## config.mk

```make
export PLATFORM = sky130hd
export DESIGN_NAME = mem_port_arbiter
export DESIGN_NICKNAME = d
export VERILOG_FILES = /design/src/rtl/mem_port_arbiter_pkg.sv /design/src/rtl/mem_port_arbiter_wait_counter.sv /design/src/rtl/mem_port_arbiter.sv
export SDC_FILE = /design/constraint.sdc
export NUM_CORES = 1
export LEC_CHECK = 0
export ABC_AREA = 1
export BUFFER_PORTS_ARGS = -buffer_cell sky130_fd_sc_hd__buf_2
export CAP_MARGIN = 25
export CORE_ASPECT_RATIO = 1.75
export CORE_MARGIN = 10
export CORE_UTILIZATION = 49
export CTS_BUF_LIST = sky130_fd_sc_hd__clkbuf_4
export CTS_CLUSTER_DIAMETER = 150
export DETAILED_ROUTE_END_ITERATION = 7
export HOLD_SLACK_MARGIN = 0.12
export PLACE_DENSITY = 0.78
export SLEW_MARGIN = 20
export SYNTH_ARGS = -nofsm -noshare
export SYNTH_HDL_FRONTEND = slang
export SYNTH_SLANG_ARGS = --single-unit
```

## constraint.sdc

```tcl
create_clock -name clk -period 1.8 [get_ports clk]
set_input_delay 0.18 -clock clk [delete_from_list [all_inputs] [get_ports clk]]
set_output_delay 0.18 -clock clk [all_outputs]
set_load 0.02 [all_outputs]
```

## src/rtl/mem_port_arbiter_pkg.sv

```systemverilog
// Shared types and constants for the instruction/data memory port arbiter.
package mem_port_arbiter_pkg;

    // Arbiter FSM state encoding
    typedef enum logic [1:0] {
        IDLE = 2'd0,
        DATA = 2'd1,
        INST = 2'd2
    } arbState_t;

    // Which requester was served by the most recent completed access
    typedef enum logic {
        GRANT_DATA = 1'b0,
        GRANT_INST = 1'b1
    } grant_t;

    // Access size codes on the memory port
    localparam logic [1:0] SIZE_BYTE = 2'd0;
    localparam logic [1:0] SIZE_HALF = 2'd1;
    localparam logic [1:0] SIZE_WORD = 2'd2;

    localparam int MAX_WAIT_DEFAULT = 15;

    // Width of a counter that must be able to hold the value maxWait
    function automatic int waitWidth(input int maxWait);
        return $clog2(maxWait + 1);
    endfunction

    localparam int WAIT_W = waitWidth(MAX_WAIT_DEFAULT);

endpackage

```

## src/rtl/mem_port_arbiter_wait_counter.sv

```systemverilog
// Counts cycles an access waits for the memory acknowledge and flags the
// cycle on which the next un-acknowledged edge would reach the timeout value.
module arb_wait_counter #(
    parameter int WIDTH     = 4,
    parameter int MAX_COUNT = 15
) (
    input  logic clk,
    input  logic reset_x,
    input  logic clear,
    input  logic enable,
    output logic terminal
);
    localparam logic [WIDTH-1:0] LAST = WIDTH'(MAX_COUNT - 1);

    logic [WIDTH-1:0] count;

    // Clear while idle, count every waiting cycle of an access
    always_ff @(posedge clk or negedge reset_x) begin
        if (!reset_x) begin
            count <= '0;
        end else if (clear) begin
            count <= '0;
        end else if (enable) begin
            count <= count + 1'b1;
        end
    end

    // The edge that moves the count to MAX_COUNT is the timeout edge
    assign terminal = enable && (count == LAST);

endmodule

```

## src/rtl/mem_port_arbiter.sv

```systemverilog
// Shares one memory port between instruction fetch and data access, holding
// the granted request until acknowledge or timeout, with one-cycle done pulses.
module mem_port_arbiter
    import mem_port_arbiter_pkg::*;
#(
    parameter int AW       = 32,
    parameter int DW       = 32,
    parameter int MAX_WAIT = 15
) (
    input  logic          clk,
    input  logic          reset_x,
    input  logic          i_ireq,
    input  logic [AW-1:0] i_iaddr,
    input  logic          i_dreq,
    input  logic          i_dwrite,
    input  logic [1:0]    i_dsize,
    input  logic [AW-1:0] i_daddr,
    input  logic [DW-1:0] i_dwdata,
    input  logic          i_mem_ready,
    input  logic [DW-1:0] i_mem_rdata,
    output logic          o_mem_req,
    output logic          o_mem_write,
    output logic [1:0]    o_mem_size,
    output logic [AW-1:0] o_mem_addr,
    output logic [DW-1:0] o_mem_wdata,
    output logic          o_idone,
    output logic [DW-1:0] o_irdata,
    output logic          o_ddone,
    output logic [DW-1:0] o_drdata,
    output logic          o_stall_if,
    output logic          o_stall_mem,
    output logic          o_bus_err
);
    localparam int WAIT_BITS = waitWidth(MAX_WAIT);

    arbState_t state;
    grant_t    lastGrant;
    logic      dPend;
    logic      iPend;
    logic      grantData;
    logic      grantInst;
    logic      waitClr;
    logic      waitEn;
    logic      waitTc;

    // A request whose done pulse is visible this cycle is already served
    assign dPend = i_dreq & ~o_ddone;
    assign iPend = i_ireq & ~o_idone;

    assign o_stall_if  = i_ireq & ~o_idone;
    assign o_stall_mem = i_dreq & ~o_ddone;

    // Arbitration: data wins contention unless it was served last
    always_comb begin
        grantData = 1'b0;
        grantInst = 1'b0;
        if (state == IDLE) begin
            grantData = dPend & (~iPend | (lastGrant == GRANT_INST));
            grantInst = iPend & (~dPend | (lastGrant == GRANT_DATA));
        end
    end

    assign waitClr = (state == IDLE);
    assign waitEn  = o_mem_req & ~i_mem_ready;

    arb_wait_counter #(
        .WIDTH     (WAIT_BITS),
        .MAX_COUNT (MAX_WAIT)
    ) uWaitCounter (
        .clk      (clk),
        .reset_x  (reset_x),
        .clear    (waitClr),
        .enable   (waitEn),
        .terminal (waitTc)
    );

    // Port FSM with registered port fields, read data and completion pulses
    always_ff @(posedge clk or negedge reset_x) begin
        if (!reset_x) begin
            state       <= IDLE;
            lastGrant   <= GRANT_INST;
            o_mem_req   <= 1'b0;
            o_mem_write <= 1'b0;
            o_mem_size  <= '0;
            o_mem_addr  <= '0;
            o_mem_wdata <= '0;
            o_idone     <= 1'b0;
            o_irdata    <= '0;
            o_ddone     <= 1'b0;
            o_drdata    <= '0;
            o_bus_err   <= 1'b0;
        end else begin
            o_idone   <= 1'b0;
            o_ddone   <= 1'b0;
            o_bus_err <= 1'b0;
            case (state)
                IDLE: begin
                    if (grantData) begin
                        state       <= DATA;
                        o_mem_req   <= 1'b1;
                        o_mem_write <= i_dwrite;
                        o_mem_size  <= i_dsize;
                        o_mem_addr  <= i_daddr;
                        o_mem_wdata <= i_dwdata;
                    end else if (grantInst) begin
                        state       <= INST;
                        o_mem_req   <= 1'b1;
                        o_mem_write <= 1'b0;
                        o_mem_size  <= SIZE_WORD;
                        o_mem_addr  <= i_iaddr;
                        o_mem_wdata <= '0;
                    end
                end
                DATA: begin
                    if (i_mem_ready || waitTc) begin
                        state     <= IDLE;
                        o_mem_req <= 1'b0;
                        o_ddone   <= 1'b1;
                        o_bus_err <= ~i_mem_ready;
                        lastGrant <= GRANT_DATA;
                        if (!o_mem_write) begin
                            o_drdata <= i_mem_ready ? i_mem_rdata : '0;
                        end
                    end
                end
                INST: begin
                    if (i_mem_ready || waitTc) begin
                        state     <= IDLE;
                        o_mem_req <= 1'b0;
                        o_idone   <= 1'b1;
                        o_bus_err <= ~i_mem_ready;
                        lastGrant <= GRANT_INST;
                        o_irdata  <= i_mem_ready ? i_mem_rdata : '0;
                    end
                end
                default: begin
                    state     <= IDLE;
                    o_mem_req <= 1'b0;
                end
            endcase
        end
    end

endmodule

```

==> results of run 1 <==
synth_stat cells:
library cell	count	area share (%)
a21oi_1	1	0.081
nand3b_1	32	3.9
inv_2	2	0.12
nor3_1	1	0.081
o21a_1	1	0.12
inv_1	49	3.0
dfstp_2	1	0.42
nor2_1	7	0.42
a211oi_1	1	0.12
buf_2	12	0.97
ha_1	5	1.0
o21ai_0	3	0.24
nand2_1	346	21
nor2_2	2	0.20
dfrtp_1	141	57
nand3_1	71	5.7
nor2_4	1	0.18
clkinv_1	1	0.060
clkbuf_1	34	2.1
nand4_1	32	3.2
a21oi_4	1	0.26
path summary, 6_finish.rpt:
check                                       from                           to  slack, ns  cells after the start
setup / recovery            state[0]$_DFFE_PN0P_   o_mem_wdata[2]$_DFFE_PN0P_       0.16                      8
hold / removal                            i_ireq    o_mem_addr[0]$_DFFE_PN0P_       0.17                      5
setup reg to reg            state[0]$_DFFE_PN0P_   o_mem_wdata[2]$_DFFE_PN0P_       0.16                      8
hold reg to reg            lastGrant$_DFFE_PN1P_        lastGrant$_DFFE_PN1P_       0.47                      2
max in group asynchronous                reset_x     o_irdata[27]$_DFFE_PN0P_       0.64                      3
min in group asynchronous                reset_x  o_mem_wdata[24]$_DFFE_PN0P_       0.19                      3
metrics by stage:
step	cells	hold WS [ns]	setup WS, ns
6_report	1325	0.165	0.159
5_1_grt	1325	0.160	0.0508
4_1_cts	1322	0.129	0.0158
3_5_place_dp	1155	0.144	0.168
3_3_place_gp	1155	0.143	0.238
2_1_floorplan	744	-0.116	0.249
cell usage in the layout, fill, tap and decap left out, types with 2 or more instances in the layout:
| cell | instances |
|---|---|
| nand2_1 | 346 |
| buf_2 | 271 |
| dfrtp_1 | 141 |
| dlygate4sd3_1 | 134 |
| nand3_1 | 71 |
| inv_1 | 49 |
| nand4_1 | 32 |
| nand3b_1 | 32 |
| clkbuf_4 | 18 |
| buf_4 | 10 |
| buf_12 | 9 |
| nor2_1 | 7 |
| bufinv_16 | 5 |
| ha_1 | 4 |
| inv_6 | 4 |
| o21ai_0 | 3 |
| diode_2 | 2 |
| nor2_2 | 2 |
| inv_2 | 2 |
| clkinvlp_4 | 2 |
| clkinv_2 | 2 |
metal layers:
metal / vias to the layer above / GRT usage [%] / wire length, um
met5: - / 0 / 0
met2: 506 / 48.4 / 13000
met1: 3315 / 31.5 / 9080
li1: 3146 / - / -
met4: 0 / 15.3 / 1390
met3: 101 / 9.09 / 2730
power groups by stage:
stage,logic [W],registers [W],clock network (W)
3_3_place_gp,0.00671,0.00528,0
4_1_cts,0.00714,0.00526,0.00250
6_report,0.00739,0.00537,0.00248
5_1_grt,0.00793,0.00550,0.00265
2_1_floorplan,0.00246,0.00695,0
3_5_place_dp,0.00685,0.00531,0
what timing repair did:
item                       4_1_cts  5_1_grt
cloned                           1        0
hold endpoints to repair       279        0
pin swaps                        0        1
hold buffers                   135        0
setup endpoints to repair        1        4
buffers inserted                 0        1
gates resized for setup          3        1
flip-flops by register name, summed over array words and instances (netlist names):
register            flops
o_irdata               32
o_mem_size              2
o_mem_wdata            32
o_bus_err               1
o_mem_addr             32
state                   2
lastGrant               1
uWaitCounter.count      4
o_drdata               32
o_mem_req               1
o_idone                 1
o_ddone                 1
o_mem_write             1
final cells by class:
| cell class | count | area, sq um | share of cell area, % |
|---|---|---|---|
| Inverter | 52 | 195 | 2.04 |
| Timing Repair Buffer | 426 | 3000 | 31.3 |
| Antenna cell | 2 | 5.00 | 0.0523 |
| Sequential cell | 142 | 3550 | 37.1 |
| Clock inverter | 13 | 210 | 2.20 |
| Multi-Input combinational cell | 504 | 2270 | 23.7 |
| Tap cell | 168 | 210 | 2.20 |
| Clock buffer | 18 | 135 | 1.41 |
worst register-to-register path, cell delays in order (launching register included):
cell and delay [ns]:
dfrtp_1 0.42, inv_1 0.10, ha_2 0.24, inv_1 0.12
a21oi_4 0.18, inv_2 0.06, buf_12 0.20, nand2_1 0.15
nand2_1 0.08
cell families (layout without fill, tap and decap cells):
family,Yosys count,count (layout),share of synthesized area [%]
compound gates,7,7,0.827
fa+ha+maj,5,5,1.01
buf+inv,98,509,6.17
flops,142,142,57.3
other cells,0,2,0
simple gates,492,492,34.7
==> reports/summary.txt, run 1 <==
Slowest CP cell: dfrtp_1
Starting density of the core: 49.9%
Synth cell types: 21
Slew Limit Headroom: 56.2%
Combinational group share of total power: 48.5%
Pwr Density: 1590 mW/mm^2
Post-route design area: 0.00957 sq mm
Max-slew violation count: 0
Min-Delay Path Class: in2reg
Internal power: 0.00817 W
Worst-skew pair later-pin latency: 0.55 ns
Final Cycle Share: 91.2%
Psw: 0.00708 W
Sequential share of power: 35.2%
First-pass DRT Iterations: 5
Crit path DAT: 2.08 ns
CP Capture Type: flop
Startpoint Class: flop
Syn-to-layout area delta: 54.4%
Area of the die: 0.0177 sq mm
CP peak stage delay: 0.42 ns
Synth warn: 0
GP Congestion: 0.837
DRT iter0 DRCs: 484
Cell breakdown of the critical path: inv_1 > ha_2 > inv_1 > a21oi_4 > inv_2 > buf_12 > nand2_1 > nand2_1
Antenna violations before repair: 2
Cell row count: 54
Critical path's top delay family: buffers and inverters
RSZ-0062 raised after global routing: no
Routed wire per std cell: 19.8 um
Fmax: 609 MHz
Crit Path Category: reg2reg
Worst clock skew: 0.0227 ns
Post-Synthesis Net Count: 885
H-tree Lvls: 4
Longest Clk Path Bufs: 2
Critical Path RT: 2.24 ns
Layout cell share with drive strength beyond 1: 28.7%
Cell leakage power: 5.47 nW
Final setup fails: 0
CTS Sinks: 142
Netlist Area Pre-Place: 0.00620 sq mm
Worst Path Max Fanout: 65
DP Wirelength: 15,100 um
Status: finished, final reports clean
Vias per std cell: 5.33
Worst slew pin tran: 0.657 ns
Min Tclk post-route: 1.64 ns
Total power: 0.0152 W
Vias in the first global route: 7,433
Syn avg cell area: 8.33 sq um
Seq cells post-synth: 142
Top-Level Pins: 273
Max-Cap Viols: 0
Fin. Hold Viols: 0
Drt total wl: 26,200 um
Clock slew at reported path FFs: 0.14 ns
Sum of buffers and inverters on the critical path: 4
Syn Inst Count: 744
Sw frac: 46.4%
Antenna Violating Nets Remaining: 0
CTS buffer count: 17
Total GRT Usage: 28.7%
Fin nets: 1,284
Via count: 7,068
Clock root cell: clkbuf_4
TritonCTS clock tree: built
Die Span Y: 169 um
First-pass GRT wire length: 40,700 um
Remaining Overflow, GRT: 0
Buffers on Ports: 272
TNS Setup: 0 ns
Clock power share: 16.3%
Die span in x: 105 um
FILL cells: 770
Placement Cell Area: 0.00781 sq mm
Max VDD drop: 1.05 mV
Largest net degree at the start of global routing: 66
DRC viols: 0
Utilization after layout: 77.0%
Area of the core: 0.0124 sq mm
Seq/Total Area, Yosys: 57.3%
No activity file was read; power rests on OpenSTA's default activity.
==> run 2: changes to the inputs <==
CTS_BUF_LIST = sky130_fd_sc_hd__clkbuf_8   (was sky130_fd_sc_hd__clkbuf_4)
==> run 2 against run 1 <==
  * Setup slack worse by 0.088 ns
  * Critical path type unchanged
  * Total power is 2.6% higher
  * Non-clock buffer count is 4 lower
  * Sequential power hardly changed
  * Wire length is 1.5% lower
  * Final cell count is 0.38% lower
==> reports/summary.txt, run 2 (synthesized netlist as in run 1, its figures left out) <==
Status: finished, final reports clean
Max VDD drop: 1.08 mV
First-pass GRT wire length: 40,600 um
CTS Sinks: 142
Vias per std cell: 5.34
GP Congestion: 0.837
Max-Cap Viols: 0
Fin nets: 1,280
CP peak stage delay: 0.40 ns
H-tree Lvls: 4
Final Cycle Share: 96.1%
Area of the core: 0.0124 sq mm
Antenna Violating Nets Remaining: 0
Startpoint Class: flop
Pwr Density: 1630 mW/mm^2
Remaining Overflow, GRT: 0
Min-Delay Path Class: in2async
Clock slew at reported path FFs: 0.08 ns
Die Span Y: 169 um
Slew Limit Headroom: 56.5%
DRC viols: 0
Storage element area: 0.00355 sq mm
Worst-skew pair later-pin latency: 0.44 ns
Cell row count: 54
Layout cell share with drive strength beyond 1: 28.4%
Most frequent cells in the layout: nand2_1, buf_2, dfrtp_1, dlygate4sd3_1, nand3_1
Cell leakage power: 5.48 nW
Worst clock skew: 0.0151 ns
Starting density of the core: 49.9%
Largest net degree at the start of global routing: 66
Sum of buffers and inverters on the critical path: 4
Total GRT Usage: 28.6%
Worst Path Max Fanout: 35
Slowest CP cell: dfrtp_1
Longest Clk Path Bufs: 2
Max-slew violation count: 0
Critical path's top delay family: buffers and inverters
RSZ-0062 raised after global routing: no
Area of the multi-input gates: 0.00227 sq mm
Fin. Hold Viols: 0
Routed wire per std cell: 19.6 um
First-pass DRT Iterations: 5
Critical Path RT: 2.12 ns
Fmax: 578 MHz
Final setup fails: 0
TritonCTS clock tree: built
Commonest non-fill, non-tap cell in the layout: nand2_1
Antenna violations before repair: 1
Via count: 7,049
Vias in the first global route: 7,464
TNS Setup: 0 ns
Area of the die: 0.0177 sq mm
Drt total wl: 25,800 um
DP Wirelength: 15,100 um
Top-Level Pins: 273
Syn-to-layout area delta: 54.8%
CTS buffer count: 17
Crit path DAT: 2.05 ns
Total power: 0.0156 W
Setup Fix Bufs, Post-CTS: 0
Die span in x: 105 um
Crit Path Category: reg2reg
Clock root cell: clkbuf_8
Utilization after layout: 77.2%
Cell mode on critical path: inv_1
DRT iter0 DRCs: 429
CP Capture Type: flop
Worst slew pin tran: 0.652 ns
Reg-to-reg setup timing slack: 0.07 ns
Cell breakdown of the critical path: inv_1 > ha_2 > inv_1 > nor2_2 > buf_12 > nand2_1 > o21ai_0 > inv_1
Min Tclk post-route: 1.73 ns
FILL cells: 762
Buffers on Ports: 272
-- run 2: power breakdown --
part           switching, W  internal (W)  leakage (nW)  total [W]
combinational       0.00504       0.00231          3.46    0.00735
clock               0.00126       0.00165         0.224    0.00291
sequential         0.000797       0.00457          1.79    0.00537
-- run 2: cell type report --
class | count | share of cell area, %
clock buffer | 17 | 2.44
tap | 168 | 2.19
antenna | 1 | 0.0261
clock inverter | 14 | 2.23
timing repair buffer | 422 | 30.4
inverter | 52 | 2.03
multi-input combinational | 504 | 23.6
sequential | 142 | 37.0
-- run 2: path summary, 6_finish.rpt --
path / end / startpoint / cells after the start
max in group asynchronous: lastGrant$_DFFE_PN1P_ / reset_x / 3
max: o_mem_size[1]$_DFFE_PN0P_ / state[0]$_DFFE_PN0P_ / 8
min in group clk: o_mem_addr[0]$_DFFE_PN0P_ / i_dreq / 6
min reg2reg: lastGrant$_DFFE_PN1P_ / lastGrant$_DFFE_PN1P_ / 2
max reg2reg: o_mem_size[1]$_DFFE_PN0P_ / state[0]$_DFFE_PN0P_ / 8
min: o_mem_addr[12]$_DFFE_PN0P_ / reset_x / 2
-- run 2: timing repair --
action | 4_1_cts | 5_1_grt
gates resized for setup | 1 | 2
endpoints found under the setup margin | 1 | 5
endpoints found under the hold margin | 274 | 1
hold buffers | 132 | 1
-- run 2: per-stage QoR --
stage	hold WS, ns	instances	setup slack (ns)	area, sq um
global placement	0.143	1155	0.238	7810
global route	0.247	1320	0.00447	9600
CTS	0.135	1318	0.0526	9580
finish	0.219	1320	0.0708	9600
detailed placement	0.144	1155	0.168	7810
floorplan	-0.116	744	0.249	6200
-- run 2: layer usage --
metal  share of wire, %  global-route usage, %  up-vias
met5                  0                      0        -
met2                 50                   48.6      506
met3                 10                   8.48      104
met1                 34                   31.0     3312
li1                   -                      -     3127
met4                5.1                   16.2        0
